--- config.mk ---
export PLATFORM = sky130hd
export DESIGN_NAME = instr_encoder
export DESIGN_NICKNAME = d
export VERILOG_FILES = /design/src/rtl/instr_encoder.sv
export SDC_FILE = /design/constraint.sdc
export NUM_CORES = 1
export LEC_CHECK = 0
export CORE_UTILIZATION = 48
export DETAILED_ROUTE_END_ITERATION = 6
export PLACE_DENSITY = 0.79
export SETUP_SLACK_MARGIN = 0.02
export SYNTH_ARGS = -nofsm -noshare
export SYNTH_HDL_FRONTEND = slang
export SYNTH_SLANG_ARGS = --single-unit
--- constraint.sdc ---
create_clock -name clk -period 1.78 [get_ports clk]
set_input_delay 0.356 -clock clk [delete_from_list [all_inputs] [get_ports clk]]
set_output_delay 0.356 -clock clk [all_outputs]
set_load 0.02 [all_outputs]
--- src/rtl/instr_encoder.sv ---
// instr_encoder: packs instruction field requests into 32-bit words
// and writes them sequentially into instruction memory.
module instr_encoder #(
  parameter int ADDR_W     = 6,
  parameter int START_ADDR = 0
) (
  input  logic              clk,
  input  logic              reset,
  input  logic              restart,
  input  logic              in_valid,
  output logic              in_ready,
  input  logic [1:0]        in_op,
  input  logic [5:0]        in_funct,
  input  logic [3:0]        in_cond,
  input  logic [3:0]        in_rn,
  input  logic [3:0]        in_rd,
  input  logic [11:0]       in_src2,
  input  logic              in_last,
  output logic              mem_we,
  output logic [ADDR_W-1:0] mem_addr,
  output logic [31:0]       mem_wdata,
  output logic [ADDR_W:0]   count,
  output logic              done,
  output logic              full,
  output logic              err
);

  localparam logic [ADDR_W-1:0] START = ADDR_W'(START_ADDR);
  localparam logic [ADDR_W:0]   CAP   = {1'b1, {ADDR_W{1'b0}}};

  typedef enum logic [1:0] {
    IDLE,
    ENC,
    WRITE,
    DONE
  } state_t;

  state_t      state;
  logic [1:0]  op_q;
  logic [5:0]  funct_q;
  logic [3:0]  cond_q;
  logic [3:0]  rn_q;
  logic [3:0]  rd_q;
  logic [11:0] src2_q;
  logic        last_q;

  logic [5:0]      funct_l;
  logic [3:0]      rd_l;
  logic [31:0]     word;
  logic [ADDR_W:0] count_nxt;
  logic            cap_hit;

  assign in_ready  = (state == IDLE);
  assign count_nxt = count + 1'b1;
  assign cap_hit   = (count_nxt == CAP);

  // Legalise the latched fields and pack the instruction word
  always_comb begin
    funct_l = funct_q;
    rd_l    = rd_q;
    case (op_q)
      2'b00: begin
        if (funct_q[4:1] == 4'b1010) begin
          funct_l[0] = 1'b1;
          rd_l       = 4'd0;
        end
      end
      2'b10:   funct_l[5] = 1'b1;
      default: ;
    endcase
    word = {cond_q, op_q, funct_l, rn_q, rd_l, src2_q};
  end

  // Control FSM with registered write port and status outputs
  always_ff @(posedge clk) begin
    if (reset) begin
      state     <= IDLE;
      mem_we    <= 1'b0;
      mem_addr  <= START;
      mem_wdata <= '0;
      count     <= '0;
      done      <= 1'b0;
      full      <= 1'b0;
      err       <= 1'b0;
      op_q      <= '0;
      funct_q   <= '0;
      cond_q    <= '0;
      rn_q      <= '0;
      rd_q      <= '0;
      src2_q    <= '0;
      last_q    <= 1'b0;
    end else begin
      mem_we <= 1'b0;
      case (state)
        IDLE: begin
          if (in_valid) begin
            op_q    <= in_op;
            funct_q <= in_funct;
            cond_q  <= in_cond;
            rn_q    <= in_rn;
            rd_q    <= in_rd;
            src2_q  <= in_src2;
            last_q  <= in_last;
            state   <= ENC;
          end
        end
        ENC: begin
          if (op_q == 2'b11) begin
            err <= 1'b1;
            if (last_q) begin
              done  <= 1'b1;
              state <= DONE;
            end else begin
              state <= IDLE;
            end
          end else begin
            mem_wdata <= word;
            mem_we    <= 1'b1;
            state     <= WRITE;
          end
        end
        WRITE: begin
          mem_addr <= mem_addr + 1'b1;
          count    <= count_nxt;
          if (cap_hit) full <= 1'b1;
          if (last_q || cap_hit) begin
            done  <= 1'b1;
            state <= DONE;
          end else begin
            state <= IDLE;
          end
        end
        DONE: begin
          if (restart) begin
            state    <= IDLE;
            mem_addr <= START;
            count    <= '0;
            done     <= 1'b0;
            full     <= 1'b0;
            err      <= 1'b0;
          end
        end
        default: state <= IDLE;
      endcase
    end
  end

endmodule

==> results.yml <==
sta:
  drv_slew: 0
  tightestPinTransition_ps: 589
  setup_viol_count_final: 0
  final.setup.tns_ps: 0
  fmaxAchievable_mhz: 588
  final.period_utilization: 0.956
  hold_viol: 0
  min_period_ps: 1700
  fin_hold_ws_ps: 453
  rsz0062_at_grt: "no"
  relSlewSlack: 0.607
  fin_skew_ps: 14.7
clock_tree:
  cts_made_buffers: 9
  clock_latency_ps: 340
  htreeDepth: 3
  clkSinkCount: 84
  clk_pin_slew_ps: 90
  clockBufferDepth: 2
  cts_root_buffer: "clkbuf_8"
  cts_hold_buf: 0
  cts_tree: "yes"
  post-cts-setup-buffers: 0
outcome:
  status: "finished with violations"
  failed_checks: "design-rule violations"
final_layout:
  nets: 526
  layout-drive-gt1-share: 0.0732
  final_core_util: 0.681
  synthToLayoutAreaGrowth_pct: 35.6
  antenna-diode-count: 0
floorplan:
  die_w_microns: 83.9
  row_count: 29
  die_h_microns: 83.9
  io_pins: 87
  die_area_sq_um: 7050
  core_sq_um: 6420
  start_util: 0.502
routing:
  wl_per_cell_microns: 13.7
  finalWirelength_microns: 7800
  drt_iter0_drc: 168
  vias: 2996
  vias_per_cell: 5.27
  drc: 14
  ant_nets: 0
  drtPass1Iterations: 7
placed_design:
  place_congestion: 0.774
  portBuffers: 86
  hpwl_microns: 5170
synth:
  synth_top_area_frac: 0.522
  synth_top_cell_by_area: "dfxtp_1"
  netlist_top_cells_area: "dfxtp_1 52%, nand2_1 16%, a21oi_1 11%, nor2_1 3.0%, clkbuf_1 1.5%"
  synth-seq-area-share: 0.522
  synth_cells: 404
  ys_warn_count: 0
  syn_area_sq_um: 3220
  ys_ff_latch: 84
  avgSynthCellArea_sq_um: 7.98
  synth_nets: 443
  yosysUniqueCellTypes: 39
setup_path:
  max_stage_delay_ps: 620
  critPathLaunchType: "register"
  cp-startpoint: "done$_SDFFE_PP0P_"
  critPathKind: "reg2out"
  r2r_end: "mem_wdata[20]$_SDFFE_PP0P_"
  r2r_slack_ps: 230
  cp_top_family: "buffers and inverters"
  crit_path_end_kind: "output port"
  r2r-start: "state[1]$_SDFFE_PP0P_"
  arrival_ps: 1350
  cp.required_ps: 1420
  critPathSlowestCell: "clkdlybuf4s50_1"
  reg2regPathDepth: 6
  crit_chain: "clkdlybuf4s50_1"
  path_depth: 1
  endpoint: "done"
  critPathMaxFanout: 3
  path_buf_inv: 1
grt:
  grt_pass1_wl_microns: 12700
  grt_pass1_vias: 2714
  antenna_found_initial: 0
  grt_usage: 0.228
  grt-ovfl-total: 0
  grt_max_degree: 34
pwr:
  peakVddDrop_uv: 530
  p_per_area_nw_per_um2: 847
  p_leak_nw: 1.65
min_path:
  hp-class: "reg2reg"
run:
  drv_cap: 0
cells by family (layout without fill, tap and decap cells):
family | count (synthesis) | count (layout) | share of synthesized area
AOI/OAI and AO/OA | 93 | 93 | 0.161
adders and majority gates | 2 | 2 | 0.00776
buffers and inverters | 27 | 115 | 0.0396
DFF | 84 | 84 | 0.522
muxes | 4 | 4 | 0.0136
and+or+nand+nor | 194 | 194 | 0.256
sequential cells by signal, summed over array words and instances, names as in the netlist, 2 cells and up:
signal / cells
src2_q: 12
funct_q: 6
op_q: 2
cond_q: 4
count: 7
mem_addr: 6
rd_q: 4
mem_wdata: 32
rn_q: 4
state: 2
stage by stage:
stage	worst slack [ps]	power, mW	area, sq um	instances
final	78.1	3.70	4370	569
after global routing	25.6	3.88	4370	569
after CTS	28.1	3.72	4360	569
after detailed placement	209	2.49	4190	553
after global placement	240	2.48	4190	553
after floorplan	339	2.27	3220	404
metal layers:
| metal | vias to the layer above | track usage | routed length (microns) |
|---|---|---|---|
| met5 | - | 0 | 0 |
| met4 | 0 | 0.0752 | 41 |
| met3 | 2 | 0.0445 | 421 |
| met2 | 84 | 0.378 | 3840 |
| met1 | 1397 | 0.297 | 3490 |
| li1 | 1513 | - | - |
worst min path at each step:
stage / start / end / slack, ps / depth (start not counted)
CTS: src2_q[9]$_SDFFE_PP0P_ / mem_wdata[9]$_SDFFE_PP0P_ / 450 / 2
detailed placement: src2_q[6]$_SDFFE_PP0P_ / mem_wdata[6]$_SDFFE_PP0P_ / 440 / 2
global placement: src2_q[7]$_SDFFE_PP0P_ / mem_wdata[7]$_SDFFE_PP0P_ / 440 / 2
finish: rn_q[3]$_SDFFE_PP0P_ / mem_wdata[19]$_SDFFE_PP0P_ / 450 / 2
global route: rn_q[1]$_SDFFE_PP0P_ / mem_wdata[17]$_SDFFE_PP0P_ / 470 / 2
floorplan: rn_q[2]$_SDFFE_PP0P_ / mem_wdata[18]$_SDFFE_PP0P_ / 430 / 2
cells in the final DEF, fill, tap and decap left out, drive strengths merged, types with 2 or more instances in the layout:
| cell type | count |
|---|---|
| clkinvlp | 2 |
| o211ai | 3 |
| nor2b | 4 |
| buf | 12 |
| a21oi | 71 |
| a22oi | 4 |
| a221oi | 3 |
| inv | 4 |
| a211oi | 2 |
| nand3 | 8 |
| nand2 | 134 |
| ha | 2 |
| clkinv | 2 |
| nand2b | 4 |
| dlymetal6s2s | 4 |
| o21ai | 5 |
| and2 | 2 |
| dlygate4sd2 | 8 |
| nor4b | 2 |
| mux2 | 3 |
| nor3 | 3 |
| nand4 | 2 |
| nor2 | 26 |
| clkbuf | 10 |
| dfxtp | 84 |
| clkdlybuf4s50 | 73 |
| nand3b | 4 |
synth_stat cells:
cell type / number
a211oi_1: 2
a21o_1: 1
a21oi_1: 70
a21oi_2: 1
a221oi_1: 3
a22oi_1: 4
a31oi_1: 1
and2_1: 2
and2b_2: 1
and4b_1: 1
buf_1: 1
buf_2: 6
buf_4: 5
clkbuf_1: 13
dfxtp_1: 84
ha_1: 2
inv_1: 1
inv_2: 1
mux2_2: 3
mux2i_1: 1
nand2_1: 134
nand2b_1: 4
nand3_1: 8
nand3b_1: 4
nand4_1: 1
nand4_2: 1
nor2_1: 26
nor2b_1: 4
nor3_1: 3
nor3b_1: 1
nor4b_1: 2
o211ai_1: 3
o21a_1: 1
o21ai_0: 4
o21ai_2: 1
o31ai_1: 1
o32ai_1: 1
or3_1: 1
or3b_1: 1
report_power, final:
part | switching (mW) | internal (mW)
logic | 0.240 | 0.206
clock network | 0.705 | 0.555
registers | 0.0454 | 1.95
layout make-up:
class                   count  area (sq um)
clock buffers              10           138
clock inverters             6          46.3
fillers                   518          2050
inverters                   2          7.51
multi-input cells         293          1410
flip-flops and latches     84          1680
well taps                  77          96.3
repair buffers             97           988
timing repair:
action / 4_1_cts / 5_1_grt
setup endpoints to repair: 8 / 4
gates resized for setup: 8 / 4
hold endpoints to repair: 0 / 0
tightest hold or removal path: stages (launching register included):
cell and delay, ps:
dfxtp_1 320, nand2_1 50, a21oi_1 50
Note: power is estimated with default switching activity, not from simulation.
